--- src/rtl/nibble_serial_alu_ctrl_if.sv ---
// Bundle for the nibble-serial ALU controller. It carries the upstream
// operation handshake, the 4-bit slice drive/return path and the
// downstream result handshake.
interface nibble_serial_alu_ctrl_if;
    // upstream operation request
    logic        valid_i;
    logic        ready_o;
    logic [15:0] a_i;
    logic [15:0] b_i;
    logic [3:0]  sel_i;
    logic        mode_i;
    logic        carry_i;
    // drive to the 4-bit ALU slice
    logic [3:0]  slice_a_o;
    logic [3:0]  slice_b_o;
    logic [3:0]  slice_sel_o;
    logic        slice_mode_o;
    logic        slice_carry_o;
    // return from the slice
    logic [3:0]  slice_f_i;
    logic        slice_carry_i;
    logic        slice_gp_i;
    logic        slice_gg_i;
    // downstream result
    logic [15:0] result_o;
    logic        carry_o;
    logic        zero_o;
    logic        equal_o;
    logic [3:0]  gp_o;
    logic [3:0]  gg_o;
    logic        valid_o;
    logic        ready_i;

    // controller side
    modport slave (
        input  valid_i, a_i, b_i, sel_i, mode_i, carry_i,
        input  slice_f_i, slice_carry_i, slice_gp_i, slice_gg_i,
        input  ready_i,
        output ready_o,
        output slice_a_o, slice_b_o, slice_sel_o, slice_mode_o, slice_carry_o,
        output result_o, carry_o, zero_o, equal_o, gp_o, gg_o, valid_o
    );

    // environment side: requester, slice and result consumer
    modport master (
        output valid_i, a_i, b_i, sel_i, mode_i, carry_i,
        output slice_f_i, slice_carry_i, slice_gp_i, slice_gg_i,
        output ready_i,
        input  ready_o,
        input  slice_a_o, slice_b_o, slice_sel_o, slice_mode_o, slice_carry_o,
        input  result_o, carry_o, zero_o, equal_o, gp_o, gg_o, valid_o
    );
endinterface

--- src/rtl/nibble_serial_alu_ctrl.sv ---
// Nibble-serial 16-bit ALU controller. It sequences one 4-bit combinational
// ALU slice over four cycles, LSB nibble first, and ripples the slice carry
// through a register between cycles. Results are built in working
// registers and published all at once on the last nibble, so the visible
// result and flags only change when an operation completes.
module nibble_serial_alu_ctrl (
    input  logic                      clk_i,
    input  logic                      rst_i,
    nibble_serial_alu_ctrl_if.slave   bus
);

    typedef enum logic [1:0] {IDLE, RUN, DONE} state_t;

    state_t      state_q, state_d;

    // latched operation
    logic [15:0] a_q, b_q;
    logic [3:0]  sel_q;
    logic        mode_q, cin_q;

    // nibble sequencing
    logic [1:0]  k_q;
    logic        chain_q;
    logic        accept;
    logic        last_nib;

    // in-flight work and published results
    logic [15:0] work_res_q, res_next;
    logic [3:0]  work_gp_q, work_gg_q, gp_next, gg_next;
    logic [15:0] result_q;
    logic        carry_q, zero_q, equal_q;
    logic [3:0]  gp_q, gg_q;

    assign accept   = (state_q == IDLE) && bus.valid_i;
    assign last_nib = (state_q == RUN) && (k_q == 2'd3);

    // state register
    always_ff @(posedge clk_i) begin
        if (rst_i) state_q <= IDLE;
        else       state_q <= state_d;
    end

    // next state and handshake outputs
    always_comb begin
        state_d     = state_q;
        bus.ready_o = 1'b0;
        bus.valid_o = 1'b0;
        case (state_q)
            IDLE: begin
                bus.ready_o = 1'b1;
                if (bus.valid_i) state_d = RUN;
            end
            RUN: begin
                if (k_q == 2'd3) state_d = DONE;
            end
            DONE: begin
                bus.valid_o = 1'b1;
                if (bus.ready_i) state_d = IDLE;
            end
            default: state_d = IDLE;
        endcase
    end

    // slice drive: a mux of registered state only, so it is stable for the
    // whole RUN cycle; everything is parked at zero outside RUN
    always_comb begin
        bus.slice_a_o     = 4'h0;
        bus.slice_b_o     = 4'h0;
        bus.slice_sel_o   = 4'h0;
        bus.slice_mode_o  = 1'b0;
        bus.slice_carry_o = 1'b0;
        if (state_q == RUN) begin
            bus.slice_a_o     = a_q[{k_q, 2'b00} +: 4];
            bus.slice_b_o     = b_q[{k_q, 2'b00} +: 4];
            bus.slice_sel_o   = sel_q;
            bus.slice_mode_o  = mode_q;
            bus.slice_carry_o = (k_q == 2'd0) ? cin_q : chain_q;
        end
    end

    // merge this cycle's slice return into the working values
    always_comb begin
        res_next                    = work_res_q;
        res_next[{k_q, 2'b00} +: 4] = bus.slice_f_i;
        gp_next                     = work_gp_q;
        gp_next[k_q]                = bus.slice_gp_i;
        gg_next                     = work_gg_q;
        gg_next[k_q]                = bus.slice_gg_i;
    end

    // operand latch, nibble index and carry ripple; the carry is passed on
    // in logic mode too, the slice just ignores it there
    always_ff @(posedge clk_i) begin
        if (rst_i) begin
            a_q     <= '0;
            b_q     <= '0;
            sel_q   <= '0;
            mode_q  <= 1'b0;
            cin_q   <= 1'b0;
            k_q     <= '0;
            chain_q <= 1'b0;
        end else if (accept) begin
            a_q     <= bus.a_i;
            b_q     <= bus.b_i;
            sel_q   <= bus.sel_i;
            mode_q  <= bus.mode_i;
            cin_q   <= bus.carry_i;
            k_q     <= '0;
            chain_q <= 1'b0;
        end else if (state_q == RUN) begin
            k_q     <= k_q + 2'd1;
            chain_q <= bus.slice_carry_i;
        end
    end

    // accumulate per-nibble results; publish result and flags on the last
    // nibble and hold them until the next completion
    always_ff @(posedge clk_i) begin
        if (rst_i) begin
            work_res_q <= '0;
            work_gp_q  <= '0;
            work_gg_q  <= '0;
            result_q   <= '0;
            carry_q    <= 1'b0;
            zero_q     <= 1'b1;
            equal_q    <= 1'b0;
            gp_q       <= '0;
            gg_q       <= '0;
        end else if (state_q == RUN) begin
            work_res_q <= res_next;
            work_gp_q  <= gp_next;
            work_gg_q  <= gg_next;
            if (last_nib) begin
                result_q <= res_next;
                gp_q     <= gp_next;
                gg_q     <= gg_next;
                carry_q  <= bus.slice_carry_i;
                zero_q   <= (res_next == 16'h0000);
                equal_q  <= (res_next == 16'hFFFF);
            end
        end
    end

    assign bus.result_o = result_q;
    assign bus.carry_o  = carry_q;
    assign bus.zero_o   = zero_q;
    assign bus.equal_o  = equal_q;
    assign bus.gp_o     = gp_q;
    assign bus.gg_o     = gg_q;

endmodule

--- src/flat_wrapper.sv ---
// flat-port wrapper written by rule: the top's interface ports become plain ports
module nibble_serial_alu_ctrl_flat 
  (clk_i, rst_i, bus_valid_i, bus_a_i, bus_b_i, bus_sel_i, bus_mode_i, bus_carry_i, bus_slice_f_i, bus_slice_carry_i, bus_slice_gp_i, bus_slice_gg_i, bus_ready_i, bus_ready_o, bus_slice_a_o, bus_slice_b_o, bus_slice_sel_o, bus_slice_mode_o, bus_slice_carry_o, bus_result_o, bus_carry_o, bus_zero_o, bus_equal_o, bus_gp_o, bus_gg_o, bus_valid_o);
  nibble_serial_alu_ctrl_if bus_i ();
  input  logic clk_i;
  input  logic rst_i;
  input wire logic [$bits(bus_i.valid_i)-1:0] bus_valid_i;
  input wire logic [$bits(bus_i.a_i)-1:0] bus_a_i;
  input wire logic [$bits(bus_i.b_i)-1:0] bus_b_i;
  input wire logic [$bits(bus_i.sel_i)-1:0] bus_sel_i;
  input wire logic [$bits(bus_i.mode_i)-1:0] bus_mode_i;
  input wire logic [$bits(bus_i.carry_i)-1:0] bus_carry_i;
  input wire logic [$bits(bus_i.slice_f_i)-1:0] bus_slice_f_i;
  input wire logic [$bits(bus_i.slice_carry_i)-1:0] bus_slice_carry_i;
  input wire logic [$bits(bus_i.slice_gp_i)-1:0] bus_slice_gp_i;
  input wire logic [$bits(bus_i.slice_gg_i)-1:0] bus_slice_gg_i;
  input wire logic [$bits(bus_i.ready_i)-1:0] bus_ready_i;
  output wire logic [$bits(bus_i.ready_o)-1:0] bus_ready_o;
  output wire logic [$bits(bus_i.slice_a_o)-1:0] bus_slice_a_o;
  output wire logic [$bits(bus_i.slice_b_o)-1:0] bus_slice_b_o;
  output wire logic [$bits(bus_i.slice_sel_o)-1:0] bus_slice_sel_o;
  output wire logic [$bits(bus_i.slice_mode_o)-1:0] bus_slice_mode_o;
  output wire logic [$bits(bus_i.slice_carry_o)-1:0] bus_slice_carry_o;
  output wire logic [$bits(bus_i.result_o)-1:0] bus_result_o;
  output wire logic [$bits(bus_i.carry_o)-1:0] bus_carry_o;
  output wire logic [$bits(bus_i.zero_o)-1:0] bus_zero_o;
  output wire logic [$bits(bus_i.equal_o)-1:0] bus_equal_o;
  output wire logic [$bits(bus_i.gp_o)-1:0] bus_gp_o;
  output wire logic [$bits(bus_i.gg_o)-1:0] bus_gg_o;
  output wire logic [$bits(bus_i.valid_o)-1:0] bus_valid_o;
  assign bus_i.valid_i = bus_valid_i;
  assign bus_i.a_i = bus_a_i;
  assign bus_i.b_i = bus_b_i;
  assign bus_i.sel_i = bus_sel_i;
  assign bus_i.mode_i = bus_mode_i;
  assign bus_i.carry_i = bus_carry_i;
  assign bus_i.slice_f_i = bus_slice_f_i;
  assign bus_i.slice_carry_i = bus_slice_carry_i;
  assign bus_i.slice_gp_i = bus_slice_gp_i;
  assign bus_i.slice_gg_i = bus_slice_gg_i;
  assign bus_i.ready_i = bus_ready_i;
  assign bus_ready_o = bus_i.ready_o;
  assign bus_slice_a_o = bus_i.slice_a_o;
  assign bus_slice_b_o = bus_i.slice_b_o;
  assign bus_slice_sel_o = bus_i.slice_sel_o;
  assign bus_slice_mode_o = bus_i.slice_mode_o;
  assign bus_slice_carry_o = bus_i.slice_carry_o;
  assign bus_result_o = bus_i.result_o;
  assign bus_carry_o = bus_i.carry_o;
  assign bus_zero_o = bus_i.zero_o;
  assign bus_equal_o = bus_i.equal_o;
  assign bus_gp_o = bus_i.gp_o;
  assign bus_gg_o = bus_i.gg_o;
  assign bus_valid_o = bus_i.valid_o;
  nibble_serial_alu_ctrl u_core (.clk_i(clk_i), .rst_i(rst_i), .bus(bus_i));
endmodule
--- config.mk ---
export PLATFORM = sky130hd
export DESIGN_NAME = nibble_serial_alu_ctrl_flat
export DESIGN_NICKNAME = d
export VERILOG_FILES = /design/src/rtl/nibble_serial_alu_ctrl_if.sv /design/src/rtl/nibble_serial_alu_ctrl.sv /design/src/flat_wrapper.sv
export SDC_FILE = /design/constraint.sdc
export NUM_CORES = 1
export LEC_CHECK = 0
export ABC_AREA = 0
export CAP_MARGIN = 15
export CORE_ASPECT_RATIO = 1.1
export CORE_UTILIZATION = 41
export DETAILED_ROUTE_END_ITERATION = 7
export PLACE_DENSITY = 0.67
export SYNTH_ARGS = -nofsm -noshare
export SYNTH_HDL_FRONTEND = slang
export SYNTH_SLANG_ARGS = --single-unit
--- constraint.sdc ---
create_clock -name clk_i -period 6.7 [get_ports clk_i]
set_input_delay 1.005 -clock clk_i [delete_from_list [all_inputs] [get_ports clk_i]]
set_output_delay 1.005 -clock clk_i [all_outputs]
set_load 0.005 [all_outputs]
### Word level (Yosys, flattened, before mapping)

Cells that the tools add are included.

* bits in registers: 94
* latch bits: 0
* bits in writable memories: 0
* memory bits (read-only): 0
* input bits: 49
* output and inout port bits: 43
* word-level logic and storage cells: 58
* memories kept: 0

* add/sub/neg operators: 2
* $mul: 0
* divide/modulo/power cells: 0
* order comparisons: 2
* equality and inequality tests: 7
* shift-type cells: 4
* mux-type cells: 17
* bitwise gates (word level): 0
* reductions and logical operators: 9

Operators by type and width (count)
* $shiftx 16x5->4: 2
* $bwmux 16: 1
* $eq 16x16->1 const B: 1
* $logic_not 16->1: 1
* $shift 4x6->16 const A: 1
* $shiftx 4x6->16: 1
* $mux 4: 3
* $bwmux 4: 2
* $mux 1: 6
* $mux 2: 3
* $neg 4->6: 1
* $pmux 2 s3: 1
* $eq 2x2->1 const B: 2
* $logic_not 2->1: 2
* $ne 2x2->1 const B: 2
* $logic_and 1x1->1: 3
* $lt 2x3->1 const B: 1
* $reduce_and 3->1: 1
* $add 2x1->2 const B: 1
* $demux 1 s2: 1
* $eq 2x1->1 const B: 1
* $ge 2x1->1 const B: 1
* $ne 2x1->1 const B: 1
* $reduce_and 2->1: 1
* $reduce_or 2->1: 1

### Logic depth before layout (Yosys ltp)

* word-level depth: 5
* gate-level depth with buffers: 9

### Least setup slack after synthesis

No wires, ideal clock.

* kind: reg-to-output
* start point: register u_core.k_q[1]
* end point: output bus_slice_carry_o
* arrival: 1.467 ns
* setup slack: 4.228 ns
* stages on the path, launching flop included: 7
* path buffers: 2
* path through: dfxtp_1 > clkbuf_1 > inv_1 > ha_1 > buf_4 > mux2i_1 > nor2b_1

* cells in the longest elaborated chain, start to end: 3

RTL lines
* from (decl): RTL line nibble_serial_alu_ctrl.sv:22 `logic [1:0] k_q;`
* from (signal assigned): RTL line nibble_serial_alu_ctrl.sv:111 `k_q <= k_q + 2'd1;`
* $logic_not 2->1: RTL line nibble_serial_alu_ctrl.sv:77 `bus.slice_carry_o = (k_q == 2'd0) ? cin_q : chain_q;`
* $mux 1: RTL line nibble_serial_alu_ctrl.sv:77
* $mux 1: RTL line nibble_serial_alu_ctrl.sv:72 `if (state_q == RUN) begin`
* to (decl): RTL line flat_wrapper.sv:23 `output wire logic [$bits(bus_i.slice_carry_o)-1:0] bus_slice_carry_o;`

No other way between the ends.

### Final worst setup path

Same ends and word-level chain as after synthesis.

==> results_tabular.tex <==
\begin{tabular}{lr}
\hline
Metric & Value \\
\hline
\multicolumn{2}{l}{\textbf{Worst setup path}} \\
\quad Endpoint arrival time on the critical path & 2.52 ns \\
\quad Chain of cells forming the critical path & inv\_1 -> ha\_1 -> mux2i\_1 -> nor2b\_1 -> clkdlybuf4s50\_1 \\
\quad Required time at the endpoint of the critical path & 5.69 ns \\
\quad Startpoint-to-endpoint class of the critical path & flip-flop to output pin \\
\quad Worst path top cell family by delay & buffers and inverters \\
\quad Standard cell with the maximum stage delay on the critical path & dfxtp\_1 \\
\quad Top fanout value on the critical path & 14 \\
\quad Combined buffer and inverter count along the critical path & 2 \\
\quad Largest stage delay, worst path & 0.69 ns \\
\quad Element type at the critical path end & output pin \\
\quad Type of element launching the critical path & flip-flop \\
\multicolumn{2}{l}{\textbf{Clock tree}} \\
\quad Clock root buffer & clkbuf\_8 \\
\quad Number of CTS-inserted buffers & 9 \\
\quad TritonCTS clock tree & yes \\
\quad H-tree depth & 3 \\
\quad Gates resized, CTS repair & 0 \\
\quad Later-pin clock latency in the skew report & 0.36 ns \\
\quad Number of buffers on the longest clock path & 2 \\
\quad Post-CTS repair timing setup buffer count & 0 \\
\quad Number of hold-repair buffers added at the cts stage & 0 \\
\quad Clock net sink count & 92 \\
\quad Post-CTS clock slew at the launch and capture registers of the worst setup and hold paths & 0.08 ns \\
\multicolumn{2}{l}{\textbf{Final layout}} \\
\quad Number of standard cells in the final layout excluding fillers & 674 \\
\quad Signed area change from the synthesized netlist to the final layout & 28.4\% \\
\quad Final core utilization & 55.0\% \\
\quad Fraction of final layout cells with drive strength greater than 1 & 6.10\% \\
\quad Number of nets in the layout & 608 \\
\quad Antenna diodes & 0 \\
\multicolumn{2}{l}{\textbf{Route}} \\
\quad Average wire per cell in the routed design & 14.3 µm \\
\quad Post-route DRC & 0 \\
\quad Total via count in the routed design & 3,571 \\
\quad Number of nets with antenna violations after detailed routing & 0 \\
\quad Via-to-Cell Ratio & 5.30 \\
\quad Iter 0 DRT Violations & 235 \\
\quad Drt total wl & 9620 µm \\
\quad Count of TritonRoute iterations in the first routing pass & 4 \\
\multicolumn{2}{l}{\textbf{GRT}} \\
\quad Final global-route overflow total & 0 \\
\quad Largest net degree at the start of global routing & 94 \\
\quad Number of antenna violations at the first check in global routing & 0 \\
\quad Aggregate global-route resource usage & 19.0\% \\
\quad Wire length of the first global-routing pass & 15,900 µm \\
\quad Via count of the first global-routing pass & 3,354 \\
\multicolumn{2}{l}{\textbf{STA}} \\
\quad Worst max-slew margin expressed relative to the limit & 37.1\% \\
\quad Aggregate negative setup slack & 0 ns \\
\quad RSZ-0062 raised after global routing & no \\
\quad Worst-margin pin slew & 0.943 ns \\
\quad Minimum clock period after layout & 3.53 ns \\
\quad Final setup skew & 0.0103 ns \\
\quad Number of pins exceeding their max-slew limit in the final report & 0 \\
\quad Final setup fails & 0 \\
\quad Final hold violations & 0 \\
\quad Highest Clock Rate & 284 MHz \\
\quad Final worst path period share & 52.6\% \\
\multicolumn{2}{l}{\textbf{Status}} \\
\quad Run status & finished, final reports clean \\
\multicolumn{2}{l}{\textbf{Synth}} \\
\quad Part of the Yosys area used for sequential elements & 45.3\% \\
\quad Biggest area contributors in the synthesized netlist & dfxtp\_1, nand2\_1, a21oi\_1 \\
\quad Fraction of synthesized cell area taken by the top area cell type & 45.3\% \\
\quad Post-synthesis instance area & 0.00407 mm² \\
\quad Synth Net Count & 539 \\
\quad EDFF count, synth & 0 \\
\quad Syn\_area\_per\_cell & 8.42 µm² \\
\quad Post-Synthesis Cells & 483 \\
\quad Count of unique library cells instantiated by Yosys & 40 \\
\quad Synthesis-stage register bit count & 92 \\
\quad Primary FF master, synth & dfxtp\_1 \\
\quad Count of warnings emitted by yosys & 0 \\
\quad Library cell occupying the most area in the post-synthesis netlist & dfxtp\_1 \\
\quad Fraction of registers with async set or reset after synthesis & 0\% \\
\multicolumn{2}{l}{\textbf{Placed design}} \\
\quad Number of port buffers & 91 \\
\quad Cells after DPL & 658 \\
\quad Detailed placer's ending HPWL & 6610 µm \\
\quad Routability cong. & 0.838 \\
\multicolumn{2}{l}{\textbf{Floorplan}} \\
\quad Die Outline Area & 0.0103 mm² \\
\quad Die Height & 106 µm \\
\quad Effective utilization at floorplan & 42.9\% \\
\quad Core area & 0.00949 mm² \\
\quad Die outline width & 97.0 µm \\
\quad I/O pin count & 92 \\
\quad Number of rows created at floorplan & 37 \\
\multicolumn{2}{l}{\textbf{Hold path}} \\
\quad Hold Path Class & flip-flop to flip-flop \\
\multicolumn{2}{l}{\textbf{Job}} \\
\quad Maximum capacitance violations & 0 \\
\multicolumn{2}{l}{\textbf{Power}} \\
\quad Worst IR drop on VDD & 0.000114 V \\
\quad Total power per unit cell area & 222 mW/mm² \\
\quad Leakage power & 1.83 nW \\
\hline
\end{tabular}
-- registers in the layout, summed over array words and instances, names as in the netlist, 2 cells and up --
name                 count
u_core.a_q              16
u_core.b_q              16
u_core.bus.gg_o          4
u_core.bus.gp_o          4
u_core.bus.result_o     16
u_core.k_q               2
u_core.sel_q             4
u_core.state_q           2
u_core.work_gg_q         3
u_core.work_gp_q         3
u_core.work_res_q       16
-- cell families after synthesis --
| logic type | count (synthesis) | synth area share (%) |
|---|---|---|
| flops | 92 | 45.3 |
| simple gates | 211 | 23.6 |
| xor+xnor | 1 | 0.215 |
| compound gates | 111 | 17.3 |
| mux | 17 | 6.64 |
| buf+inv | 44 | 4.77 |
| fa+ha+maj | 7 | 2.15 |
-- per-stage QoR --
step | setup WS (ns) | hold WS, ns | area (µm²) | total power, mW
final | 3.17 | 0.455 | 5220 | 1.16
after global routing | 3.03 | 0.472 | 5220 | 1.21
after CTS | 3.15 | 0.456 | 5220 | 1.17
after global placement | 3.60 | 0.439 | 5000 | 0.749
after floorplan | 4.23 | 0.432 | 4070 | 0.692
after detailed placement | 3.55 | 0.445 | 5000 | 0.753
-- cell usage after synthesis (all sizes together) (9+ instances only) --
library cell,n
nor2,45
a21oi,50
clkbuf,26
buf,13
nand2,98
nand3,10
a31oi,14
a211oi,33
and2,17
dfxtp,92
nor3,10
nor2b,20
mux2i,9
-- cells in the final DEF (no fill, tap or decap), types with 2 or more instances in the layout --
master	instances
nor2b_1	19
a211oi_1	33
nor2_1	45
clkbuf_8	10
a21oi_1	50
a221oi_1	2
mux2i_1	9
o211ai_1	2
inv_1	5
mux4_2	8
dfxtp_1	92
a31oi_1	14
nor3_1	10
clkdlybuf4s50_1	90
and2_1	17
nand2_1	98
clkinvlp_4	2
nand3_1	9
ha_1	7
a32oi_1	2
and2b_1	4
buf_4	6
bufinv_16	2
-- cell type report --
class	instances	area, µm²
Tap cell	117	146
Multi-Input combinational cell	347	2040
Timing Repair Buffer	97	951
Clock buffer	11	141
Fill cell	880	4270
Inverter	5	18.8
Clock inverter	5	83.8
Sequential cell	92	1840
-- power breakdown --
part / internal, mW / total [mW] / switching [mW]
logic: 0.0751 / 0.158 / 0.0830
clock network: 0.222 / 0.421 / 0.199
registers: 0.569 / 0.582 / 0.0132
-- worst register-to-register path: cells and delay by family, from the launching register on --
family / cells / cell delay [ns]
AND/OR/NAND/NOR: 2 / 0.50
flip-flops: 1 / 0.69
buffers and inverters: 1 / 0.22
AO/OA/AOI/OAI: 3 / 0.83
adder cells (fa/ha/maj): 1 / 0.43
-- per-layer routing --
layer / vias up / routed length (µm) / track usage, %
met5: - / 0 / 0
met4: 0 / 168 / 7.46
met3: 14 / 548 / 4.47
met2: 114 / 4580 / 31.4
met1: 1641 / 4320 / 23.8
li1: 1802 / - / -
-- path summary, 6_finish.rpt --
path | startpoint | endpoint | slack (ns) | cells past startpoint
min | u_core.mode_q | u_core.mode_q | 0.46 | 2
max | u_core.k_q[1] | bus_slice_carry_o | 3.17 | 5
max reg2reg | u_core.k_q[1] | u_core.bus.equal_o | 3.98 | 7
min reg2reg | u_core.mode_q | u_core.mode_q | 0.46 | 2
(Power assumes the default switching activity.)
